**src/rtl/mem_bus_pkg.sv**
```systemverilog
// Shared types and constants for the main-memory arbiter.
package mem_bus_pkg;

  localparam int ADDR_W_DEF = 8;
  localparam int DATA_W_DEF = 16;

  // Memory rw pin encoding
  localparam logic MEM_READ  = 1'b1;
  localparam logic MEM_WRITE = 1'b0;

  typedef enum logic [1:0] {
    IDLE = 2'd0,
    OWN0 = 2'd1,
    OWN1 = 2'd2
  } arb_state_e;

  // Burst counter width; a one-cycle burst still needs a one-bit counter
  function automatic int burst_cnt_w(input int max_burst);
    return (max_burst > 1) ? $clog2(max_burst) : 1;
  endfunction

endpackage

```
**src/rtl/rr_arb_fsm.sv**
```systemverilog
// Round-robin ownership FSM with bounded burst length for two memory masters.
module rr_arb_fsm
  import mem_bus_pkg::*;
#(
  parameter int MAX_BURST = 8
) (
  input  logic clk,
  input  logic reset,
  input  logic req0,
  input  logic req1,
  output logic gnt0,
  output logic gnt1
);

  localparam int CNT_W = burst_cnt_w(MAX_BURST);
  localparam logic [CNT_W-1:0] CNT_LAST = CNT_W'(MAX_BURST - 1);

  arb_state_e       state_q, state_d;
  logic             last_q, last_d;
  logic [CNT_W-1:0] burst_cnt_q, burst_cnt_d;
  logic             gnt0_q, gnt0_d;
  logic             gnt1_q, gnt1_d;
  logic             contested;

  // Next owner, round-robin pointer and burst length under contention
  always_comb begin
    state_d     = state_q;
    last_d      = last_q;
    burst_cnt_d = burst_cnt_q;
    contested   = ((state_q == OWN0) && req1) || ((state_q == OWN1) && req0);

    case (state_q)
      IDLE: begin
        if (req0 && req1)  state_d = last_q ? OWN0 : OWN1;
        else if (req0)     state_d = OWN0;
        else if (req1)     state_d = OWN1;
      end
      OWN0: begin
        if (!req0)                             state_d = req1 ? OWN1 : IDLE;
        else if (req1 && burst_cnt_q == CNT_LAST) state_d = OWN1;
      end
      OWN1: begin
        if (!req1)                             state_d = req0 ? OWN0 : IDLE;
        else if (req0 && burst_cnt_q == CNT_LAST) state_d = OWN0;
      end
      default: state_d = IDLE;
    endcase

    if (state_d != state_q)
      burst_cnt_d = '0;
    else if (contested && burst_cnt_q != CNT_LAST)
      burst_cnt_d = burst_cnt_q + CNT_W'(1);

    if (state_d == OWN0 && state_q != OWN0) last_d = 1'b0;
    if (state_d == OWN1 && state_q != OWN1) last_d = 1'b1;

    gnt0_d = (state_d == OWN0);
    gnt1_d = (state_d == OWN1);
  end

  // State registers; last starts at port 1 so port 0 wins the first tie
  always_ff @(posedge clk) begin
    if (reset) begin
      state_q     <= IDLE;
      last_q      <= 1'b1;
      burst_cnt_q <= '0;
      gnt0_q      <= 1'b0;
      gnt1_q      <= 1'b0;
    end else begin
      state_q     <= state_d;
      last_q      <= last_d;
      burst_cnt_q <= burst_cnt_d;
      gnt0_q      <= gnt0_d;
      gnt1_q      <= gnt1_d;
    end
  end

  assign gnt0 = gnt0_q;
  assign gnt1 = gnt1_q;

endmodule

```
**src/rtl/mem_arbiter.sv**
```systemverilog
// Two-port arbiter sharing a single-port main memory; muxes the memory pins
// to the current owner and returns registered acks and read data.
module mem_arbiter
  import mem_bus_pkg::*;
#(
  parameter int ADDR_W    = ADDR_W_DEF,
  parameter int DATA_W    = DATA_W_DEF,
  parameter int MAX_BURST = 8
) (
  input  logic              clk,
  input  logic              reset,
  input  logic              req0,
  input  logic              req1,
  input  logic              rw0,
  input  logic              rw1,
  input  logic [ADDR_W-1:0] addr0,
  input  logic [ADDR_W-1:0] addr1,
  input  logic [DATA_W-1:0] wdata0,
  input  logic [DATA_W-1:0] wdata1,
  output logic              gnt0,
  output logic              gnt1,
  output logic              ack0,
  output logic              ack1,
  output logic [DATA_W-1:0] rdata0,
  output logic [DATA_W-1:0] rdata1,
  output logic [ADDR_W-1:0] mem_addr,
  output logic [DATA_W-1:0] mem_din,
  output logic              mem_rw,
  input  logic [DATA_W-1:0] mem_dout
);

  logic              accept0, accept1;
  logic              ack0_q, ack0_d;
  logic              ack1_q, ack1_d;
  logic [DATA_W-1:0] rdata0_q, rdata0_d;
  logic [DATA_W-1:0] rdata1_q, rdata1_d;

  rr_arb_fsm #(
    .MAX_BURST (MAX_BURST)
  ) u_fsm (
    .clk   (clk),
    .reset (reset),
    .req0  (req0),
    .req1  (req1),
    .gnt0  (gnt0),
    .gnt1  (gnt1)
  );

  // Reset gates the accept so no write can slip through during reset
  assign accept0 = gnt0 && req0 && !reset;
  assign accept1 = gnt1 && req1 && !reset;

  // Memory pin mux; idle cycles present a harmless read of address 0
  always_comb begin
    mem_rw   = MEM_READ;
    mem_addr = '0;
    mem_din  = '0;
    if (accept0) begin
      mem_rw   = rw0;
      mem_addr = addr0;
      mem_din  = wdata0;
    end else if (accept1) begin
      mem_rw   = rw1;
      mem_addr = addr1;
      mem_din  = wdata1;
    end
  end

  // Ack and read-data capture for the access accepted this cycle
  always_comb begin
    ack0_d   = accept0;
    ack1_d   = accept1;
    rdata0_d = (accept0 && rw0 == MEM_READ) ? mem_dout : rdata0_q;
    rdata1_d = (accept1 && rw1 == MEM_READ) ? mem_dout : rdata1_q;
  end

  // Response registers
  always_ff @(posedge clk) begin
    if (reset) begin
      ack0_q   <= 1'b0;
      ack1_q   <= 1'b0;
      rdata0_q <= '0;
      rdata1_q <= '0;
    end else begin
      ack0_q   <= ack0_d;
      ack1_q   <= ack1_d;
      rdata0_q <= rdata0_d;
      rdata1_q <= rdata1_d;
    end
  end

  assign ack0   = ack0_q;
  assign ack1   = ack1_q;
  assign rdata0 = rdata0_q;
  assign rdata1 = rdata1_q;

endmodule

```
**config.mk**
```make
export PLATFORM = sky130hd
export DESIGN_NAME = mem_arbiter
export DESIGN_NICKNAME = d
export VERILOG_FILES = /design/src/rtl/mem_bus_pkg.sv /design/src/rtl/rr_arb_fsm.sv /design/src/rtl/mem_arbiter.sv
export SDC_FILE = /design/constraint.sdc
export NUM_CORES = 1
export LEC_CHECK = 0
export ABC_AREA = 1
export BUFFER_PORTS_ARGS = -buffer_cell sky130_fd_sc_hd__buf_4
export CORE_UTILIZATION = 40
export DETAILED_ROUTE_END_ITERATION = 10
export GPL_TIMING_DRIVEN = 0
export PLACE_DENSITY = 0.81
export SLEW_MARGIN = 10
export SYNTH_ARGS = -nofsm -noshare
export SYNTH_HDL_FRONTEND = slang
export SYNTH_SLANG_ARGS = --single-unit
export TNS_END_PERCENT = 50
```
**constraint.sdc**
```tcl
create_clock -name clk -period 2.22 [get_ports clk]
set_clock_uncertainty 0.05 [all_clocks]
set_input_delay 0.555 -clock clk [delete_from_list [all_inputs] [get_ports clk]]
set_output_delay 0.555 -clock clk [all_outputs]
set_load 0.02 [all_outputs]
```
* Yosys cells after proc, flatten, opt, wreduce, memory -nomap -nowiden
Cells that the tools add are included. W data, S select, Z words.
Word-level totals: output and inout bits 61, register bits after elaboration 42, logic and storage cells 55, input bits 70
Cells by class: add/subtract/negate cells 1, eq/ne operators 9, reduce and logical (&&, ||, !) cells 19, muxes and demuxes 17
Operator list (number):
- $mux W16 | 2
- $mux W2 | 9
- $mux W8 | 2
- $logic_and A1 B1 Y1 | 14
- $pmux W2 S3 | 1
- $eq A2 B1 Y1 const B | 2
- $eq A2 B2 Y1 const B | 2
- $reduce_or A2 Y1 | 2
- $add A3 B1 Y3 const B | 1
- $eq A3 B3 Y1 const B | 1
- $mux W1 | 3
- $ne A3 B3 Y1 const B | 1
- $logic_not A2 Y1 | 1
- $ne A2 B1 Y1 const B | 1
- $ne A2 B2 Y1 | 1
- $ne A2 B2 Y1 const B | 1
- $logic_not A1 Y1 | 1
- $logic_or A1 B1 Y1 | 1

* Depth between registers and ports, before layout
Gate-level depths: netlist of run 1.
word-level depth 8, depth in mapped cells 9, gate-level depth less buffers 9

* By module
Synthesis of run 1 repeated with hierarchy kept, for this count alone.
Unflattened totals: cell total of the unflattened synthesis 404, area, all modules 2423.6 sq um
By module, submodules not included:
- mem_arbiter | seq. area each 680.7 sq um, times used 1, cells each 342, area an instance 1988.2 sq um
- rr_arb_fsm | seq. area each 160.2 sq um, times used 1, cells each 62, area an instance 435.4 sq um

* Worst setup path before layout of run 1
Ideal clock, no wire load.
kind input -> output, from in req0, to out mem_addr[2], cell stages on the path 5, setup slack 0.103 ns, arrival time 1.512 ns, data required time 1.615 ns, buffers on the path 2, cell sequence buf_6 > nand2_1 > buf_4 > nand2_1 > o21ai_0
Between the ends: cells in the longest elaborated chain, start to end 3
RTL lines:
- start: declaration | RTL line mem_arbiter.sv:12 | input logic req0,
- $logic_and A1 B1 Y1 (2 in series) | RTL line mem_arbiter.sv:50 | assign accept0 = gnt0 && req0 && !reset;
- $mux W8 | RTL line mem_arbiter.sv:58 | if (accept0) begin
- end: declaration | RTL line mem_arbiter.sv:26 | output logic [ADDR_W-1:0] mem_addr,
Every way passes these cells.

* Worst setup path in the final report of run 1
from in reset, to out mem_din[2]
Between the ends: cells in the longest elaborated chain, start to end 4, elaborated cells on any way between the ends 5, those cells by class mux (2); reduce/logical (3)
RTL lines:
- start: declaration | RTL line mem_arbiter.sv:11 | input logic reset,
- $logic_not A1 Y1 * | RTL line mem_arbiter.sv:50, mem_arbiter.sv:51
- $logic_and A1 B1 Y1 | RTL line mem_arbiter.sv:51 | assign accept1 = gnt1 && req1 && !reset;
- $mux W16 | RTL line mem_arbiter.sv:62 | end else if (accept1) begin
- $mux W16 * | RTL line mem_arbiter.sv:58
- end: declaration | RTL line mem_arbiter.sv:27 | output logic [DATA_W-1:0] mem_din,
Every way passes the cells marked *; elsewhere a longest branch is shown, timed or not.

==> summary.txt, run 1 <==
STA
  • Pins Over Slew Limit: 0
  • Min Tclk post-route: 2.15 ns
  • Max frequency: 464 MHz
  • Setup violators final: 0
  • Fin. Hold Viols: 0
  • Max transition margin: 0.774
  • Hold_ws: 0.420 ns
  • Least-Margin Pin Slew: 0.338 ns
  • Final worst-path cycle share: 0.970
  • Setup ws final: 0.0670 ns

GRT
  • First-pass GRT wire length: 9.72 mm
  • Largest net degree at the start of global routing: 13
  • Vias in the first global route: 2,163
  • Gr usage total: 0.231
  • Grt ovf: 0
  • Initial antenna violation count: 0

Placement
  • Placed insts: 495
  • PortBufs: 128
  • Hpwl dp: 5.02 mm
  • Area after DPL: 3130 sq um
  • Dpl ws: -0.0343 ns
  • Final Wtd Congestion: 0.748

Floorplanning
  • Die X: 74.1 um
  • I/O pin cnt: 131
  • Starting Density: 0.429
  • Core outline area: 4850 sq um
  • Chip height: 74.1 um
  • Die Area: 5490 sq um
  • # rows: 25

CTS
  • CTS max path bufs: 2
  • Hold buffer count at CTS: 0
  • CTS clk-pin slew, worst paths: 0.08 ns
  • H-Tree Depth: 2
  • Clk Latency, worst-skew pair: 0.29 ns
  • Sink Count: 42
  • Root buf cell: clkbuf_8
  • CTS Buf Count: 5
  • CTS tree: done

Setup path
  • Crit Path Max Fanout: 10
  • Worst R2R Setup Slack: 0.72 ns
  • Critical Path RT: 1.62 ns
  • Buffers and inverters on the worst path: 6
  • CP Launch Type: input pin
  • Reg2reg path depth: 8
  • Reg2Reg Capture Point: u_fsm.state_q[1]
  • FF-to-FF Start: u_fsm.burst_cnt_q[0]
  • Critical-path cell list: buf_4 -> inv_2 -> buf_8 -> nand3_4 -> inv_6 -> buf_6 -> nand2_1 -> o21ai_1 -> buf_4
  • CP top delay family: buffers and inverters
  • Critical Setup Path Class: input pin to output port
  • CP max stage cell: buf_4
  • CP max stage delay: 0.17 ns
  • WP data arrival: 1.55 ns
  • Critical path's most frequent cell: buf_4
  • CP Capture Type: output port

Yosys
  • Commonest cells in the netlist: nand2_1, o21ai_0, dfxtp_1, inv_1, nor2_1
  • Post-synth EDFFs: 0
  • Dominant cell type by area after synthesis: dfxtp_1
  • Register area share after synthesis: 0.404
  • Post-synthesis async set-or-reset flop share: 0
  • Synth area leaders: dfxtp_1, nand2_1, o21ai_0
  • Most frequent cell after synthesis: nand2_1
  • Share of the synthesized area in the top cell type: 0.404
  • Number of standard cells after synthesis: 300
  • Syn Nets: 372
  • Top FF cell, synth: dfxtp_1
  • Synth unique cells: 24
  • Mean Syn Cell Area: 6.94 sq um
  • Yosys warns: 0
  • #FFs+latches synth: 42
  • Synthesized area: 2080 sq um

Layout
  • Fin cells: 504
  • Nets: 509
  • Finished Cell Area: 3270 sq um
  • Antenna fix cells: 0
  • Share of layout cells above drive strength 1: 0.396
  • Area grow syn2layout: 57.2%

Drt
  • DR iter-0 viols: 91
  • Via count: 2,438
  • Routed len/inst: 12.8 um
  • Routed Antenna Nets: 0
  • Routed vias/inst: 4.84
  • WL final: 6.44 mm
  • Drt first pass iters: 4
  • Drt drc: 0

Power and ir drop
  • Clock power frac: 0.340
  • Logic pwr share: 0.215
  • Switching part of the total: 0.265
  • VDD IR max: 0.330 mV
  • Sequential group share of total power: 0.445
  • Total power: 1810 uW
  • Power Density: 553 nW/um^2
  • Net switching power: 479 uW
  • LEAKAGE: 0.00163 uW
  • Internal power: 1330 uW

Min path
  • Hold_sp: mem_dout[15]
  • HP Class: input pin to register
  • Worst hold endpoint: rdata1[15]
  • Hold path depth: 3

Outcome
  • Status: finished, final reports clean

Job
  • Maxcap violations: 0
==> placed cells by master (no fill, tap or decap), types with 3 or more instances in the layout <==
cell type,count
inv_2,4
buf_4,136
nand2_2,3
dfxtp_1,42
o21ai_0,56
nor2_1,10
buf_6,4
buf_2,5
clkbuf_8,6
nand2_1,128
nand3_1,6
inv_1,12
o21ai_1,5
==> worst reg2reg max path, delay by kind of cell, from the launching register on <==
| kind | cells | cell delay [ns] |
|---|---|---|
| AOI/OAI and AO/OA | 1 | 0.21 |
| adders and majority gates | 2 | 0.40 |
| DFF | 1 | 0.33 |
| buffers and inverters | 1 | 0.08 |
| and+or+nand+nor | 4 | 0.33 |
==> layer usage <==
layer  track usage  vias up  wire length [um]
met1         0.248     1108              2460
li1              -     1219                 -
met4        0.0726        0               109
met2         0.422      102              3170
met3        0.0799        9               699
met5             0        -                 0
==> worst max path at each step <==
stage	slack [ns]	cells past startpoint	from	endpoint
after floorplan	0.10	5	req0	mem_addr[2]
after global placement	-0.03	9	reset	mem_din[2]
after detailed placement	-0.03	9	reset	mem_din[2]
after CTS	0.02	9	reset	mem_din[2]
after global routing	-0.004	9	reset	mem_din[1]
final	0.07	9	reset	mem_din[2]
==> flip-flops by register name (all words and copies together), names as in the netlist <==
name	count
ack0	1
rdata1	16
u_fsm.gnt0	1
ack1	1
rdata0	16
u_fsm.state_q	2
u_fsm.burst_cnt_q	3
u_fsm.gnt1	1
u_fsm.last_q	1
==> layout make-up <==
type	count	area (sq um)
Fill cell	436	1580
Multi-Input combinational cell	223	1050
Timing Repair Buffer	130	976
Sequential cell	42	841
Buffer	18	139
Tap cell	67	83.8
Clock buffer	6	82.6
Inverter	17	68.8
Clock inverter	1	30.0
==> power groups by stage <==
stage / Sequential, uW / Clock (uW) / Combinational [uW]
2_1_floorplan: 842 / 0 / 173
3_3_place_gp: 821 / 0 / 376
3_5_place_dp: 821 / 0 / 384
4_1_cts: 804 / 624 / 387
5_1_grt: 807 / 654 / 425
6_report: 804 / 615 / 389
==> cells by family after synthesis <==
family | Yosys count | synth area share
adders and majority gates | 2 | 0.0120
buffers and inverters | 35 | 0.0914
AOI/OAI and AO/OA | 64 | 0.161
DFF | 42 | 0.404
and+or+nand+nor | 157 | 0.331
==> through the flow <==
step                setup TNS, ns   util
floorplan                       0      -
global placement          -0.0652  0.645
detailed placement         -0.114  0.645
CTS                             0  0.670
global route             -0.00708  0.675
finish                          0  0.675
==> what timing repair did <==
item / in CTS / in global routing
setup endpoints to repair: 6 / 7
gates resized for setup: 3 / 4
setup buffers: 0 / 2
No activity file was read; power rests on OpenSTA's default activity.
==> inputs of run 2 (changes only) <==
- GPL_TIMING_DRIVEN: 0 -> default
- clock period: 2.22 -> 2 ns (I/O delays scaled with it)
==> run 2 against run 1 <==
  * Register-to-register slack worse by 0.25 ns
  * Clock power shrank 10%
  * Non-clock buffer count decreased by 11
  * Global-route usage fell by 1.9 points
  * Sequential power grew 11%
  * Critical path type unchanged
  * Largest power group unchanged
  * Highest routed layer unchanged
==> summary.txt, run 2 (synthesized netlist as in run 1, its figures left out) <==
Outcome
  • Status: finished, final reports clean (unchanged)

Layout
  • Finished Cell Area: 3180 sq um (was 3270 sq um)
  • Finished Core Util: 0.656 (was 0.675)
  • Area grow syn2layout: 52.9% (was 57.2%)
  • Most common cell after layout, fill and taps aside: buf_4 (unchanged)
  • Antenna fix cells: 0 (unchanged)
  • Fin cells: 494 (was 504)
  • Most frequent cells in the layout: buf_4, nand2_1, o21ai_0, dfxtp_1, inv_1 (unchanged)
  • Nets: 498 (was 509)
  • Share of layout cells above drive strength 1: 0.384 (was 0.396)

Floorplanning
  • Die Area: 5490 sq um (unchanged)
  • Chip height: 74.1 um (unchanged)
  • Die X: 74.1 um (unchanged)
  • Starting Density: 0.429 (unchanged)
  • I/O pin cnt: 131 (unchanged)
  • Core outline area: 4850 sq um (unchanged)
  • # rows: 25 (unchanged)

Setup path
  • CP Launch Type: input pin (unchanged)
  • Critical Setup Path Class: input pin to output port (unchanged)
  • Critical-path cell list: buf_4 -> inv_2 -> nand3_4 -> o21ai_1 -> o21ai_0 -> buf_4 (was buf_4 -> inv_2 -> buf_8 -> nand3_4 -> inv_6 -> buf_6 -> nand2_1 -> o21ai_1 -> buf_4)
  • WP data arrival: 1.41 ns (was 1.55 ns)
  • CP max stage delay: 0.23 ns (was 0.17 ns)
  • Critical path's most frequent cell: buf_4 (unchanged)
  • CP Capture Type: output port (unchanged)
  • Buffers and inverters on the worst path: 3 (was 6)
  • CP top delay family: buffers and inverters (unchanged)
  • CP max stage cell: nand3_4 (was buf_4)
  • Critical Path RT: 1.45 ns (was 1.62 ns)
  • Crit Path Max Fanout: 27 (was 10)

Job
  • Maxcap violations: 0 (unchanged)

STA
  • Min Tclk post-route: 1.96 ns
  • Pins Over Slew Limit: 0 (unchanged)
  • Setup violators final: 0 (unchanged)
  • Final worst-path cycle share: 0.982
  • RSZ-0062 raised after global routing: true
  • Max transition margin: 0.758 (was 0.774)
  • Least-Margin Pin Slew: 0.363 ns (was 0.338 ns)
  • Fin. Hold Viols: 0 (unchanged)
  • Max frequency: 509 MHz

CTS
  • Clk Latency, worst-skew pair: 0.29 ns (about the same)
  • Root buf cell: clkbuf_8 (unchanged)
  • CTS Buf Count: 5 (unchanged)
  • Post-CTS setup buffers: 0 (unchanged)
  • H-Tree Depth: 2 (unchanged)
  • Sink Count: 42 (unchanged)
  • CTS clk-pin slew, worst paths: 0.09 ns (was 0.08 ns)
  • CTS tree: done (unchanged)
  • CTS max path bufs: 2 (unchanged)

Drt
  • Routed Antenna Nets: 0 (unchanged)
  • Drt first pass iters: 4 (unchanged)
  • Via count: 2,331 (was 2,438)
  • Routed len/inst: 12.2 um (was 12.8 um)
  • WL final: 6.02 mm (was 6.44 mm)
  • Drt drc: 0 (unchanged)
  • Routed vias/inst: 4.72 (was 4.84)
  • DR iter-0 viols: 73 (was 91)

Placement
  • Area after DPL: 3090 sq um (was 3130 sq um)
  • Hpwl dp: 4.57 mm (was 5.02 mm)
  • Final Wtd Congestion: 0.827 (was 0.748)
  • Placed insts: 486 (was 495)
  • PortBufs: 130 (was 128)

GRT
  • Grt ovf: 0 (unchanged)
  • First-pass GRT wire length: 8.93 mm (was 9.72 mm)
  • Gr usage total: 0.212 (was 0.231)
  • Vias in the first global route: 2,022 (was 2,163)
  • Initial antenna violation count: 0 (unchanged)
  • Largest net degree at the start of global routing: 37 (was 13)

Power and ir drop
  • Power Density: 587 nW/um^2 (was 553 nW/um^2)
  • Total power: 1870 uW (was 1810 uW)
  • VDD IR max: 0.463 mV (was 0.330 mV)
  • LEAKAGE: 0.00157 uW (was 0.00163 uW)

Min path
  • HP Class: input pin to register (unchanged)
run 2: final timing paths:
check / start / to / slack [ns] / depth (start not counted)
worst max-delay path: reset / mem_rw / 0.04 / 6
worst min-delay path: mem_dout[12] / rdata0[12] / 0.35 / 3
worst max register to register: u_fsm.burst_cnt_q[0] / u_fsm.state_q[1] / 0.47 / 8
worst min register to register: rdata1[9] / rdata1[9] / 0.44 / 2
run 2: layout make-up:
cell class / instances / area, sq um
clock buffers: 5 / 68.8
well taps: 67 / 83.8
fillers: 431 / 1670
multi-input cells: 223 / 1050
inverters: 17 / 63.8
repair buffers: 137 / 1050
clock inverters: 3 / 21.3
flip-flops and latches: 42 / 841
run 2: stage by stage:
step / hold WS [ns] / setup slack [ns] / TNS [ns]
4_1_cts: 0.343 / 0.0210 / 0
3_5_place_dp: 0.433 / -0.0144 / -0.0144
5_1_grt: 0.345 / -0.0430 / -0.137
3_3_place_gp: 0.419 / 0.0226 / 0
2_1_floorplan: 0.432 / -0.00659 / -0.0791
6_report: 0.351 / 0.0366 / 0
run 2: where the power goes:
group / internal (uW) / total, uW / leakage (uW) / switching, uW
Combinational: 203 / 423 / 0.00118 / 219
Sequential: 867 / 892 / 0.000340 / 24.7
Clock: 245 / 553 / 0.0000441 / 308
run 2: worst min-delay path, cell delays in order:
cell,delay (ns)
buf_4,0.08
nand2_1,0.04
o21ai_0,0.05
run 2: layer usage:
metal  GRT usage  wire length, um  vias up
met3      0.0745              642       13
met5           0                0        -
met2       0.383             2940      112
met1       0.220             2270     1007
met4      0.0962              165        0
li1            -                -     1199
run 2: timing repair:
item,CTS,global route
gates cloned,0,0
hold buffers,0,0
pin swaps,0,0
resized for setup,1,1
setup endpoints to repair,1,7
endpoints found under the hold margin,0,0
==> inputs of run 3 (changes only) <==
- CORE_UTILIZATION: 40 -> 43
- PLACE_DENSITY: 0.81 -> 0.86
==> run 3 against run 2 <==
  * Global-route usage is 3.8 points higher
  * Critical path type unchanged
  * Via count increased by 2.1%
  * Sequential share of layout area about the same
  * First-iteration DRC count up 48%
  * Sequential power is essentially flat
  * Largest cell class is now multi-input gates
  * Largest power group unchanged
  * Non-clock buffer count down 1
==> summary.txt, run 3 (synthesized netlist as in run 1, its figures left out) <==
Layout
  • Area grow syn2layout: 53.2% (was 52.9%)
  • Most common cell after layout, fill and taps aside: buf_4 (unchanged)
  • Antenna fix cells: 0 (unchanged)
  • Share of layout cells above drive strength 1: 0.384 (unchanged)
  • Nets: 498 (unchanged)
  • Most frequent cells in the layout: buf_4, nand2_1, o21ai_0, dfxtp_1, inv_1 (unchanged)
  • Fillers: 392 (was 431)

CTS
  • CTS clk-pin slew, worst paths: 0.08 ns (was 0.09 ns)
  • Sink Count: 42 (unchanged)
  • Root buf cell: clkbuf_8 (unchanged)
  • Post-CTS setup buffers: 0 (unchanged)
  • Clk Latency, worst-skew pair: 0.28 ns (was 0.29 ns)
  • CTS Buf Count: 5 (unchanged)
  • CTS tree: done (unchanged)
  • H-Tree Depth: 2 (unchanged)
  • CTS max path bufs: 2 (unchanged)

Power and ir drop
  • LEAKAGE: 0.00157 uW (about the same)
  • VDD IR max: 0.556 mV (was 0.463 mV)
  • Power Density: 620 nW/um^2 (was 587 nW/um^2)

Drt
  • Routed len/inst: 13.4 um (was 12.2 um)
  • Routed vias/inst: 4.97 (was 4.72)
  • Routed Antenna Nets: 0 (unchanged)
  • Drt drc: 0 (unchanged)
  • Via count: 2,379 (was 2,331)
  • Drt first pass iters: 4 (unchanged)
  • DR iter-0 viols: 108 (was 73)
  • WL final: 6.43 mm (was 6.02 mm)

GRT
  • Initial antenna violation count: 0 (unchanged)
  • Vias in the first global route: 2,251 (was 2,022)
  • Largest net degree at the start of global routing: 37 (unchanged)
  • Grt ovf: 0 (unchanged)
  • First-pass GRT wire length: 10.0 mm (was 8.93 mm)
  • Gr usage total: 0.250 (was 0.212)

Floorplanning
  • I/O pin cnt: 131 (unchanged)
  • Starting Density: 0.462 (was 0.429)
  • Die X: 71.6 um (was 74.1 um)
  • # rows: 24 (was 25)
  • Chip height: 71.6 um (was 74.1 um)
  • Die Area: 5120 sq um (was 5490 sq um)
  • Core outline area: 4500 sq um (was 4850 sq um)

Setup path
  • Reg2reg path depth: 8 (unchanged)
  • Reg2Reg Capture Point: u_fsm.state_q[1] (unchanged)
  • CP max stage delay: 0.18 ns (was 0.23 ns)
  • Critical-path cell list: buf_4 -> inv_2 -> nand3_4 -> inv_6 -> nand2_1 -> o21ai_1 -> buf_4 (was buf_4 -> inv_2 -> nand3_4 -> o21ai_1 -> o21ai_0 -> buf_4)
  • Critical path's most frequent cell: buf_4 (unchanged)
  • WP data arrival: 1.41 ns (about the same)
  • Crit Path Max Fanout: 25 (was 27)
  • Worst R2R Setup Slack: 0.48 ns (was 0.47 ns)
  • CP Capture Type: output port (unchanged)
  • CP max stage cell: buf_4 (was nand3_4)
  • FF-to-FF Start: u_fsm.burst_cnt_q[0] (unchanged)
  • CP Launch Type: input pin (unchanged)
  • Critical Setup Path Class: input pin to output port (unchanged)
  • Critical Path RT: 1.45 ns (about the same)

STA
  • Fin. Hold Viols: 0 (unchanged)
  • Final setup TNS: 0 ns (unchanged)
  • RSZ-0062 raised after global routing: false (was true)
  • Setup ws final: 0.0425 ns (was 0.0366 ns)
  • Max frequency: 511 MHz (was 509 MHz)
  • Final worst-path cycle share: 0.979 (was 0.982)
  • Pins Over Slew Limit: 0 (unchanged)
  • Setup violators final: 0 (unchanged)
  • Max transition margin: 0.752 (was 0.758)
  • Min Tclk post-route: 1.96 ns (about the same)
  • Least-Margin Pin Slew: 0.372 ns (was 0.363 ns)

Min path
  • Hold path depth: 3 (unchanged)
  • Worst hold endpoint: rdata0[15] (was rdata0[12])
  • HP Class: input pin to register (unchanged)
  • Hold_sp: mem_dout[15] (was mem_dout[12])

Placement
  • Hpwl dp: 4.77 mm (was 4.57 mm)
  • Dpl ws: -0.0192 ns (was -0.0144 ns)
  • PortBufs: 130 (unchanged)
  • Final Wtd Congestion: 0.825 (was 0.827)

Outcome
  • Status: finished, final reports clean (unchanged)

Job
  • Maxcap violations: 0 (unchanged)
[run 3: cell types whose count changed in the layout (fill, tap and decap cells not counted)]
cell | previous run | this run
dfxtp_1 | 42 | 41
bufinv_16 | 0 | 1
clkbuf_1 | 0 | 1
clkinv_2 | 1 | 0
nand3_4 | 2 | 3
clkinv_4 | 1 | 0
dfxtp_2 | 0 | 1
buf_12 | 2 | 1
o21ai_0 | 51 | 50
inv_2 | 5 | 4
o21ai_1 | 10 | 11
inv_6 | 0 | 1
[run 3: power by group]
part	total (uW)	internal [uW]	switching (uW)	leakage (uW)
clock network	652	372	280	0.0000514
registers	894	868	25.9	0.000341
logic	429	202	227	0.00117
[run 3: area by class of cell]
cell class                      count  area [sq um]  area share
Clock inverter                      2          37.5      0.0118
Sequential cell                    42           842       0.264
Timing Repair Buffer              136          1030       0.324
Tap cell                           52          65.1      0.0204
Multi-Input combinational cell    224          1070       0.335
Clock buffer                        6          72.6      0.0228
Inverter                           17          68.8      0.0216
[run 3: worst max-delay path by stage]
stage                          start     endpoint  slack [ns]  cells after the start
after CTS                      reset       mem_rw       0.004                      6
final                          reset  mem_addr[1]        0.04                      7
after detailed placement       reset  mem_addr[1]       -0.02                      5
after global placement         reset  mem_addr[1]       -0.01                      5
after floorplan                 req0  mem_addr[4]      -0.007                      5
after global routing      u_fsm.gnt0   mem_din[7]       0.003                      5
[run 3: through the flow]
stage | area, sq um | std cells | power (uW) | util | hold WS (ns)
6_report | 3190 | 479 | 1970 | 0.708 | 0.364
5_1_grt | 3190 | 479 | 2080 | 0.708 | 0.361
4_1_cts | 3170 | 478 | 1990 | 0.703 | 0.357
3_5_place_dp | 3050 | 470 | 1330 | 0.678 | 0.425
3_3_place_gp | 3050 | 470 | 1320 | 0.678 | 0.421
2_1_floorplan | 2080 | 300 | 1130 | - | 0.432
[run 3: critical path: cells and delay by family]
family / cells / cell delay, ns
buffers and inverters: 4 / 0.59
AND/OR/NAND/NOR: 2 / 0.17
AO/OA/AOI/OAI: 1 / 0.13
[run 3: timing repair]
item | in CTS | in global routing
endpoints found under the setup margin | 6 | 9
hold buffers | 0 | 0
cloned | 0 | 1
resized for setup | 2 | 5
pin swaps | 0 | 1
[run 3: per-layer routing]
| layer | track usage | up-vias | share of wire |
|---|---|---|---|
| li1 | - | 1202 | - |
| met1 | 0.249 | 1064 | 0.36 |
| met2 | 0.478 | 97 | 0.53 |
| met3 | 0.0703 | 16 | 0.084 |
| met4 | 0.113 | 0 | 0.026 |
| met5 | 0 | - | 0 |
